===== src/rtl/psram_pkg.sv =====
// Shared definitions for the PSRAM request arbiter: widths, FSM encoding and
// the command bytes used by the downstream QPI PSRAM controller.
package psram_pkg;

    localparam int PSRAM_ADDR_W  = 24;
    localparam int PSRAM_DATA_W  = 16;
    localparam int PSRAM_TIMEOUT = 64;
    localparam int PSRAM_NUM_REQ = 2;

    typedef enum logic [1:0] {
        ST_IDLE = 2'd0,
        ST_BUSY = 2'd1,
        ST_GAP  = 2'd2
    } state_e;

    localparam logic [7:0] CMD_RST_EN = 8'h66;
    localparam logic [7:0] CMD_RST    = 8'h99;
    localparam logic [7:0] CMD_QPI_EN = 8'h35;
    localparam logic [7:0] CMD_QREAD  = 8'hEB;
    localparam logic [7:0] CMD_WRITE  = 8'h02;

endpackage


===== src/rtl/psram_rr_arb2.sv =====
// Two-input round-robin picker: a lone request always wins; on contention the
// requester that was not served last wins.
module psram_rr_arb2
    import psram_pkg::*;
(
    input  logic [PSRAM_NUM_REQ-1:0] req,
    input  logic                     last,
    output logic [PSRAM_NUM_REQ-1:0] win
);

    always_comb begin
        win = '0;
        case (req)
            2'b01:   win = 2'b01;
            2'b10:   win = 2'b10;
            2'b11:   win = last ? 2'b01 : 2'b10;
            default: win = '0;
        endcase
    end

endmodule


===== src/rtl/psram_arbiter.sv =====
// Arbitrates two single-transaction requesters onto one PSRAM controller,
// holding the read/write command level until mem_done or a timeout.
module psram_arbiter
    import psram_pkg::*;
#(
    parameter int ADDR_W  = PSRAM_ADDR_W,
    parameter int DATA_W  = PSRAM_DATA_W,
    parameter int TIMEOUT = PSRAM_TIMEOUT
) (
    input  logic              mem_clk,
    input  logic              rst,
    input  logic              init_done,
    input  logic              req0,
    input  logic              req1,
    input  logic              we0,
    input  logic              we1,
    input  logic [ADDR_W-1:0] addr0,
    input  logic [ADDR_W-1:0] addr1,
    input  logic [DATA_W-1:0] wdata0,
    input  logic [DATA_W-1:0] wdata1,
    output logic              gnt0,
    output logic              gnt1,
    output logic              done0,
    output logic              done1,
    output logic              err,
    output logic [DATA_W-1:0] rdata,
    output logic              busy,
    output logic              read_sw,
    output logic              write_sw,
    output logic [ADDR_W-1:0] address,
    output logic [DATA_W-1:0] data_in,
    input  logic              mem_done,
    input  logic [DATA_W-1:0] data_out
);

    localparam int CNT_W = (TIMEOUT > 1) ? $clog2(TIMEOUT) : 1;
    localparam logic [CNT_W-1:0] CNT_LAST = CNT_W'(TIMEOUT - 1);

    state_e            state_q, state_d;
    logic              last_q, last_d;
    logic              we_q, we_d;
    logic [CNT_W-1:0]  cnt_q, cnt_d;
    logic [1:0]        gnt_q, gnt_d;
    logic [1:0]        done_q, done_d;
    logic              err_q, err_d;
    logic              busy_q, busy_d;
    logic              read_sw_q, read_sw_d;
    logic              write_sw_q, write_sw_d;
    logic [ADDR_W-1:0] addr_q, addr_d;
    logic [DATA_W-1:0] wdata_q, wdata_d;
    logic [DATA_W-1:0] rdata_q, rdata_d;

    logic [1:0] req;
    logic [1:0] win;

    assign req = {req1, req0};

    // last_q doubles as the owner of the transaction in flight
    psram_rr_arb2 u_arb (
        .req  (req),
        .last (last_q),
        .win  (win)
    );

    always_comb begin
        state_d    = state_q;
        last_d     = last_q;
        we_d       = we_q;
        cnt_d      = cnt_q;
        gnt_d      = '0;
        done_d     = '0;
        err_d      = 1'b0;
        read_sw_d  = read_sw_q;
        write_sw_d = write_sw_q;
        addr_d     = addr_q;
        wdata_d    = wdata_q;
        rdata_d    = rdata_q;

        case (state_q)
            ST_IDLE: begin
                if (init_done && (|req)) begin
                    gnt_d      = win;
                    last_d     = win[1];
                    we_d       = win[1] ? we1 : we0;
                    addr_d     = win[1] ? addr1 : addr0;
                    wdata_d    = win[1] ? wdata1 : wdata0;
                    read_sw_d  = ~we_d;
                    write_sw_d = we_d;
                    cnt_d      = '0;
                    state_d    = ST_BUSY;
                end
            end
            ST_BUSY: begin
                // a completion on the expiry cycle still counts as success
                if (mem_done || (cnt_q == CNT_LAST)) begin
                    read_sw_d  = 1'b0;
                    write_sw_d = 1'b0;
                    done_d     = last_q ? 2'b10 : 2'b01;
                    err_d      = ~mem_done;
                    if (mem_done && !we_q) begin
                        rdata_d = data_out;
                    end
                    state_d    = ST_GAP;
                end else begin
                    cnt_d = cnt_q + 1'b1;
                end
            end
            ST_GAP: begin
                state_d = ST_IDLE;
            end
            default: begin
                state_d    = ST_IDLE;
                read_sw_d  = 1'b0;
                write_sw_d = 1'b0;
            end
        endcase

        busy_d = (state_d != ST_IDLE);
    end

    always_ff @(posedge mem_clk) begin
        if (rst) begin
            state_q    <= ST_IDLE;
            last_q     <= 1'b1;
            we_q       <= 1'b0;
            cnt_q      <= '0;
            gnt_q      <= '0;
            done_q     <= '0;
            err_q      <= 1'b0;
            busy_q     <= 1'b0;
            read_sw_q  <= 1'b0;
            write_sw_q <= 1'b0;
            addr_q     <= '0;
            wdata_q    <= '0;
            rdata_q    <= '0;
        end else begin
            state_q    <= state_d;
            last_q     <= last_d;
            we_q       <= we_d;
            cnt_q      <= cnt_d;
            gnt_q      <= gnt_d;
            done_q     <= done_d;
            err_q      <= err_d;
            busy_q     <= busy_d;
            read_sw_q  <= read_sw_d;
            write_sw_q <= write_sw_d;
            addr_q     <= addr_d;
            wdata_q    <= wdata_d;
            rdata_q    <= rdata_d;
        end
    end

    assign gnt0     = gnt_q[0];
    assign gnt1     = gnt_q[1];
    assign done0    = done_q[0];
    assign done1    = done_q[1];
    assign err      = err_q;
    assign rdata    = rdata_q;
    assign busy     = busy_q;
    assign read_sw  = read_sw_q;
    assign write_sw = write_sw_q;
    assign address  = addr_q;
    assign data_in  = wdata_q;

endmodule


===== config.mk =====
export PLATFORM = sky130hd
export DESIGN_NAME = psram_arbiter
export DESIGN_NICKNAME = d
export VERILOG_FILES = /design/src/rtl/psram_pkg.sv /design/src/rtl/psram_rr_arb2.sv /design/src/rtl/psram_arbiter.sv
export SDC_FILE = /design/constraint.sdc
export NUM_CORES = 1
export LEC_CHECK = 0
export CAP_MARGIN = 15
export CORE_ASPECT_RATIO = 2
export CORE_MARGIN = 1.5
export CORE_UTILIZATION = 36
export DETAILED_ROUTE_END_ITERATION = 8
export PLACE_DENSITY_LB_ADDON = 0.15
export SYNTH_ARGS = -nofsm -noshare
export SYNTH_HDL_FRONTEND = slang
export SYNTH_SLANG_ARGS = --single-unit

===== constraint.sdc =====
create_clock -name mem_clk -period 1.6 [get_ports mem_clk]
set_clock_uncertainty 0.1 [all_clocks]
set_input_delay 0.32 -clock mem_clk [delete_from_list [all_inputs] [get_ports mem_clk]]
set_output_delay 0.32 -clock mem_clk [all_outputs]
set_load 0.01 [all_outputs]

After elaboration in Yosys (flattened, before gate mapping)
Index checks and enable logic that the tools add are counted.
{"block": "word_totals", "register_bits": 74, "input_bits": 104, "output_inout_bits": 64, "elab_cells": 61}
{"block": "op_classes", "n_addsub": 1, "eq_ne": 9, "n_mux": 17, "n_bitwise": 7, "n_reduce_logical": 14}
{"operator": "2-to-1 mux 24 bit", "count": 1}
{"operator": "2-to-1 mux 16 bit", "count": 1}
{"operator": "2-to-1 mux 6 bit", "count": 2}
{"operator": "one-hot mux 6 bit (2 select lines)", "count": 1}
{"operator": "AND reduction 3 bit", "count": 3}
{"operator": "2-to-1 mux 2 bit", "count": 4}
{"operator": "inverter 1 bit", "count": 7}
{"operator": "adder 6 x 1 -> 6 bit, second input constant", "count": 1}
{"operator": "== test 2 bit, second input constant", "count": 3}
{"operator": "== test 6 bit, second input constant", "count": 1}
{"operator": "!= test 2 bit, second input constant", "count": 3}
{"operator": "one-hot mux 1 bit (3 select lines)", "count": 2}
{"operator": "one-hot mux 2 bit (3 select lines)", "count": 1}
{"operator": "OR reduction 3 bit", "count": 2}
{"operator": "== test 2 x 1 -> 1 bit, second input constant", "count": 2}
{"operator": "2-to-1 mux 1 bit", "count": 4}
{"operator": "one-hot mux 2 bit (2 select lines)", "count": 1}
{"operator": "nonzero test 2 bit", "count": 2}
{"operator": "logical AND 1 bit", "count": 2}
{"operator": "logical NOT 2 bit", "count": 1}
{"operator": "AND reduction 2 bit", "count": 1}
{"operator": "OR reduction 2 bit", "count": 1}
{"operator": "logical NOT 1 bit", "count": 1}
{"operator": "logical OR 1 bit", "count": 1}

Longest topological paths before layout
Gate-level depths: netlist of run 1.
{"block": "logic_depth", "depth_word": 6, "mapped_depth": 7}

Modules after synthesis
A second synthesis of run 1 with hierarchy kept.
{"block": "unflattened", "cells_unflattened": 334, "area_unflattened_um2": 3186.8}
{"module": "psram_arbiter", "n_inst": 1, "cells_each": 331, "area_per_inst_um2": 3168.0, "seq_area_each_um2": 1481.4}
{"module": "psram_rr_arb2", "n_inst": 1, "cells_each": 3, "area_per_inst_um2": 18.8, "seq_area_each_um2": 0.0}

Least setup slack after synthesis of run 1
Ideal clock, no wire load.
{"block": "synth_timing", "kind": "register to register", "from": "register cnt_q[0]", "to": "register cnt_q[2]", "setup_ns": 0.120, "arrival_ns": 1.445, "t_required_ns": 1.380, "setup_slack_ns": -0.064, "path_stages_with_launch": 6, "synth_period_minus_slack_ns": 1.664, "path_cell_list": "dfxtp_1 > ha_1 > and3_1 > a211oi_2 > nor3_2 > a211o_1"}
{"block": "synth_via", "elab_chain_len": 4, "elab_cells_between_ends": 7, "cone_classes": "add/sub (1); eq/ne (2); mux (2); reduce/logical (2)"}
{"element": "from (decl)", "line": "psram_arbiter.sv:42", "rtl": "logic [CNT_W-1:0] cnt_q, cnt_d;"}
{"element": "from (signal assigned)", "line": "psram_arbiter.sv:140", "rtl": "cnt_q <= cnt_d;"}
{"element": "parallel branches: the longest is 4 deep, another holds adder 6 x 1 -> 6 bit"}
Parallel ways; which one is timed is not known. The select of a mux whose other input is x is not followed.
A chain may end at the register's enable or synchronous reset.

Final worst setup path of run 1
{"block": "layout_timing", "from": "register cnt_q[1]", "to": "register read_sw_q (netlist: read_sw)"}
{"block": "layout_via", "elab_chain_len": 4}
{"element": "== test 6 bit", "line": "psram_arbiter.sv:95", "rtl": "if (mem_done || (cnt_q == CNT_LAST)) begin"}
{"element": "logical OR 1 bit", "line": "psram_arbiter.sv:95"}
{"element": "!= test 2 bit (no source line)"}
{"element": "AND reduction 3 bit (no source line)"}
{"element": "to (signal assigned)", "line": "psram_arbiter.sv:145", "rtl": "read_sw_q <= read_sw_d;"}
{"element": "to (decl)", "line": "psram_arbiter.sv:47", "rtl": "logic read_sw_q, read_sw_d;"}
Every way passes these cells.

==> impl_metrics.csv, run 1 <==
group,metric,value,unit
run_status,outcome,"completed",
flow_run,maxCapViolCount,0,
clocking,cts_buffer_depth,2,
finish,drive_above_1_share,0.245,
pwr,peakVddDrop,0.834,mV
clocking,cts-root-buf,"clkbuf_16",
logic_synthesis,netlist_area,3310,um2
clocking,clk_latency,0.33,ns
place,io_buffers,167,
timing,worst_slack,0.0392,ns
logic_synthesis,synth.most_common_cell,"dfxtp_1",
clocking,htreeDepth,3,
place,place_ws,-0.491,ns
logic_synthesis,synth.avg_cell_area,10.0,um2
logic_synthesis,yosys-top-cells-count,"74 x dfxtp_1, 46 x nor2_1, 41 x a211oi_2, 41 x mux2i_1, 38 x nand2_1",
setup_path,crit_path_end_kind,"register",
global_routing,antenna_found_initial,0,
clocking,cts-buffers-inserted,9,
logic_synthesis,yosysTopAreaCell,"dfxtp_1",
routing,routed_wl,10700,um
place,gp_congestion,0.824,
timing,period_needed,1.56,ns
finish,fillCellCount,741,
die,start_util,0.370,
routing,drt-wirelength-per-cell,16.7,um
routing,via_per_inst,5.01,
clocking,clkTransAtPathRegs,0.06,ns
logic_synthesis,ys_ff_latch,74,
routing,drc_errors,0,
place,dp_hpwl,7290,um
setup_path,critPathArrivalTime,1.72,ns
die,row_count,49,
global_routing,grt_max_degree,36,
global_routing,grt_pass1_vias,3200,
pwr,p_leak,2.56,nW
timing,tightest_slew,0.477,ns
setup_path,worstPathRequired,1.76,ns
clocking,clock-sinks,74,
finish,design_area,5980,um2
timing,tns,0,ns
timing,final_hold_viol_count,0,
die,core,8950,um2
timing,max_freq,641,MHz
setup_path,worst-setup-path-type,"reg -> reg",
place,placed_area,5270,um2
global_routing,grt_pass1_wl,15900,um
finish,syn_to_final_growth,80.4,%
logic_synthesis,ys.warnings.count,0,
pwr,powerDensity,919,nW/um2
routing,firstDrtPassIters,4,
logic_synthesis,syn-num-nets,435,
timing,rsz0062_at_grt,"yes",
setup_path,cp-start-kind,"register",
min_path,hold_path_class,"in -> reg",
die,dieHeight,139,um
finish,nets,635,
timing,setup_violations,0,
logic_synthesis,synth.top_cell.area_share,0.447,
die,die_area,9830,um2
logic_synthesis,netlist-cell-type-count,38,
routing,vias,3192,
logic_synthesis,ys_top_cells_by_area,"dfxtp_1 45%, a211oi_2 15%, mux2i_1 12%",
setup_path,critPathMaxFanout,3,
clocking,cts_hold_buf,0,
die,die_w,70.9,um
pwr,p_total,5.50,mW
routing,antenna_left,0,
global_routing,grt-ovfl-total,0,
logic_synthesis,synth_edf_count,0,
logic_synthesis,synth-async-reset-ratio,0,
clocking,cts_tree,"done",
timing,slew_headroom,0.682,
timing,maxSlewViolCount,0,
global_routing,grt_usage,0.206,
logic_synthesis,synthFlopType,"dfxtp_1",
finish,diodes,0,
logic_synthesis,yosysSeqAreaShare,0.447,
routing,drtIter0Drc,82,
logic_synthesis,synthCells,330,
timing,period_share,0.975,
die,io_pins,168,
kinds of logic (layout without fill, tap and decap cells):
logic type | count (synthesis) | in the layout | synth area share
adder cells (fa/ha/maj) | 1 | 1 | 0.00377
AND/OR/NAND/NOR | 109 | 109 | 0.148
flip-flops | 74 | 74 | 0.447
buffers and inverters | 29 | 234 | 0.0585
AO/OA/AOI/OAI | 76 | 76 | 0.219
multiplexers | 41 | 41 | 0.124
flip-flops by register name, indices dropped and copies added (netlist names):
| signal | count |
|---|---|
| last_q | 1 |
| gnt_q | 2 |
| rdata | 16 |
| address | 24 |
| write_sw | 1 |
| cnt_q | 6 |
| data_in | 16 |
| done_q | 2 |
| we_q | 1 |
| busy | 1 |
| err | 1 |
| read_sw | 1 |
| state_q | 2 |
worst max-delay path: stages (launching register included):
cell and delay (ns):
dfxtp_2 0.34, ha_4 0.16, and3_4 0.19, a211oi_4 0.26, buf_4 0.15, buf_4 0.12
nor2_4 0.05, o21ai_2 0.13
metrics by stage:
stage          instances  hold WS (ns)  utilization
2_1_floorplan        330         0.292            -
3_3_place_gp         607         0.341        0.589
3_5_place_dp         607         0.347        0.589
4_1_cts              632         0.315        0.648
5_1_grt              637         0.334        0.668
6_report             637         0.321        0.668
timing repair:
action | CTS | global route
resized for setup | 91 | 17
pin swaps | 4 | 7
setup buffers | 6 | 2
setup endpoints to repair | 104 | 60
cloned | 4 | 4
placed cells by master (no fill, tap or decap), drive strengths merged:
cell and count:
a211o 4, a211oi 41, a21bo 1, a21boi 1, a21oi 21, a22o 1, and2 3, and3 3
and3b 1, buf 44, bufbuf 1, bufinv 2, clkbuf 15, clkdlybuf4s50 98, clkinv 2, clkinvlp 1
dfxtp 74, dlygate4sd2 65, dlymetal6s2s 3, ha 1, inv 3, mux2i 41, nand2 38, nand2b 1
nand3 5, nand3b 1, nor2 46, nor2b 1, nor3 3, nor3b 2, nor4 1, nor4b 1
o211a 1, o21ai 4, o22a 1, o32ai 1, or2 1, or3 1, or3b 1
final cells by class:
| class | instances | area [um2] | share of cell area |
|---|---|---|---|
| timing repair buffer | 215 | 2210 | 0.370 |
| multi-input combinational | 227 | 1820 | 0.305 |
| sequential | 74 | 1480 | 0.248 |
| clock buffer | 11 | 243 | 0.0406 |
| tap | 102 | 128 | 0.0213 |
| clock inverter | 5 | 77.6 | 0.0130 |
| inverter | 3 | 11.3 | 0.00188 |
layer usage:
| layer | vias to the layer above | track usage | share of wire |
|---|---|---|---|
| li1 | 1561 | - | - |
| met1 | 1503 | 0.197 | 0.33 |
| met2 | 109 | 0.405 | 0.58 |
| met3 | 19 | 0.0458 | 0.053 |
| met4 | 0 | 0.0814 | 0.033 |
| met5 | - | 0 | 0 |
final timing paths:
kind | startpoint | depth (start not counted) | slack [ns] | end
worst max-delay path | cnt_q[1] | 7 | 0.04 | read_sw
worst min-delay path | rst | 3 | 0.32 | cnt_q[3]
worst max register to register | cnt_q[1] | 7 | 0.04 | read_sw
worst min register to register | rdata[6] | 2 | 0.35 | rdata[6]
power by group:
group / switching [mW] / internal [mW] / total (mW)
combinational: 0.562 / 0.743 / 1.30
sequential: 0.0629 / 1.97 / 2.03
clock: 0.757 / 1.40 / 2.16
No activity file was read; power rests on OpenSTA's default activity.
==> run 2: changes to the inputs <==
--- a/config.mk
+++ b/config.mk
@@ -10,6 +10,7 @@
 export CORE_MARGIN = 1.5
 export CORE_UTILIZATION = 36
 export DETAILED_ROUTE_END_ITERATION = 8
+export GPL_TIMING_DRIVEN = 0
 export PLACE_DENSITY_LB_ADDON = 0.15
 export SYNTH_ARGS = -nofsm -noshare
 export SYNTH_HDL_FRONTEND = slang
==> impl_metrics.csv, run 2 (same netlist as run 1, synthesis figures left out) <==
group,metric,value,unit
pwr,peakVddDrop,1.05,mV
setup_path,worstPathRequired,1.72,ns
clocking,clkTransAtPathRegs,0.06,ns
timing,slew_headroom,0.773,
place,dp_hpwl,7800,um
setup_path,crit_path_end_kind,"register",
place,place_ws,-0.628,ns
finish,diodes,0,
timing,setup_violations,0,
global_routing,grt_pass1_vias,3338,
finish,syn_to_final_growth,82.6,%
timing,worst_slack,0.0310,ns
finish,final_util,0.676,
die,die_area,9830,um2
min_path,hold_path_class,"in -> reg",
flow_run,maxCapViolCount,0,
global_routing,grt_usage,0.220,
routing,antenna_left,0,
routing,firstDrtPassIters,5,
timing,maxSlewViolCount,0,
setup_path,worst-setup-path-type,"reg -> reg",
setup_path,cp_slowest_cell,"dfxtp_2",
finish,largest_register_ffs,24,
setup_path,critPathMaxFanout,5,
clocking,cts-root-buf,"clkbuf_16",
timing,tightest_slew,0.336,ns
setup_path,cp_cell_sequence,"ha_4 -> and3_4 -> a211oi_4 -> nor3_4 -> a211o_1",
die,core,8950,um2
timing,holdWs,0.287,ns
setup_path,path_buf_inv,0,
finish,final_common_cell,"clkdlybuf4s50_1",
finish,finalNonFillerCells,638,
clocking,cts-buffers-inserted,9,
timing,final_hold_viol_count,0,
routing,drtIter0Drc,104,
global_routing,grt-ovfl-total,0,
clocking,htreeDepth,3,
timing,rsz0062_at_grt,"yes",
setup_path,cp-start-kind,"register",
setup_path,critPathArrivalTime,1.69,ns
finish,drive_above_1_share,0.282,
timing,period_needed,1.57,ns
finish,final_cell_mix,"99 x clkdlybuf4s50_1, 69 x dfxtp_1, 65 x dlygate4sd2_1, 42 x nor2_1, 40 x a211oi_2",
timing,max_freq,637,MHz
global_routing,grt_max_degree,13,
die,start_util,0.370,
routing,vias,3205,
clocking,clk_latency,0.33,ns
timing,period_share,0.981,
place,io_buffers,167,
clocking,clock-sinks,74,
pwr,powerDensity,894,nW/um2
place,place_inst,599,
routing,drc_errors,0,
finish,nets,636,
pwr,p_leak,2.53,nW
clocking,cts_buffer_depth,2,
die,dieHeight,139,um
routing,via_per_inst,5.02,
run_status,outcome,"completed",
setup_path,crit_path_max_incr_delay,0.34,ns
die,die_w,70.9,um
timing,tns,0,ns
routing,drt-wirelength-per-cell,17.1,um
global_routing,antenna_found_initial,0,
die,io_pins,168,
clocking,cts_tree,"done",
place,gp_congestion,0.730,
setup_path,cpLargestDelayFamily,"compound AO/OA/AOI/OAI gates",
die,row_count,49,
clocking,cts_hold_buf,0,
routing,routed_wl,10900,um
global_routing,grt_pass1_wl,16700,um
-- run 2: final timing paths --
kind	startpoint	end	slack [ns]	cells after the start
max	cnt_q[1]	cnt_q[4]	0.03	5
min	req0	gnt_q[0]	0.29	3
max reg2reg	cnt_q[1]	cnt_q[4]	0.03	5
min reg2reg	rdata[6]	rdata[6]	0.35	2
-- run 2: what timing repair did --
action / 4_1_cts / 5_1_grt
gates cloned: 3 / 2
setup buffers: 16 / 4
setup endpoints to repair: 134 / 28
gates resized for setup: 145 / 25
pin swaps: 10 / 7
-- run 2: layout make-up --
cell class / count / area, um2
plain buffers: 24 / 273
clock buffers: 11 / 253
clock inverters: 5 / 52.6
fillers: 760 / 2900
inverters: 3 / 11.3
multi-input cells: 227 / 1940
flip-flops and latches: 74 / 1490
well taps: 102 / 128
repair buffers: 192 / 1910
-- run 2: routing by layer --
layer	track usage	vias to the layer above	part of all wire
met5	0	-	0
met4	0.0983	0	0.024
li1	-	1566	-
met3	0.0523	18	0.054
met2	0.440	114	0.61
met1	0.195	1507	0.32
-- run 2: power breakdown --
| part | internal [mW] | switching [mW] | total, mW | leakage, nW |
|---|---|---|---|---|
| clock network | 1.28 | 0.758 | 2.04 | 0.151 |
| registers | 1.97 | 0.0650 | 2.04 | 0.609 |
| logic | 0.757 | 0.575 | 1.33 | 1.77 |
-- run 2: through the flow --
step | total power [mW] | area [um2]
detailed placement | 3.22 | 5130
global route | 5.63 | 6050
global placement | 3.19 | 5130
floorplan | 2.61 | 3330
CTS | 5.43 | 5920
finish | 5.41 | 6050
-- run 2: tightest hold or removal path: stages --
cell	delay, ns
clkdlybuf4s15_1	0.20
o21ai_0	0.09
nor3_1	0.06
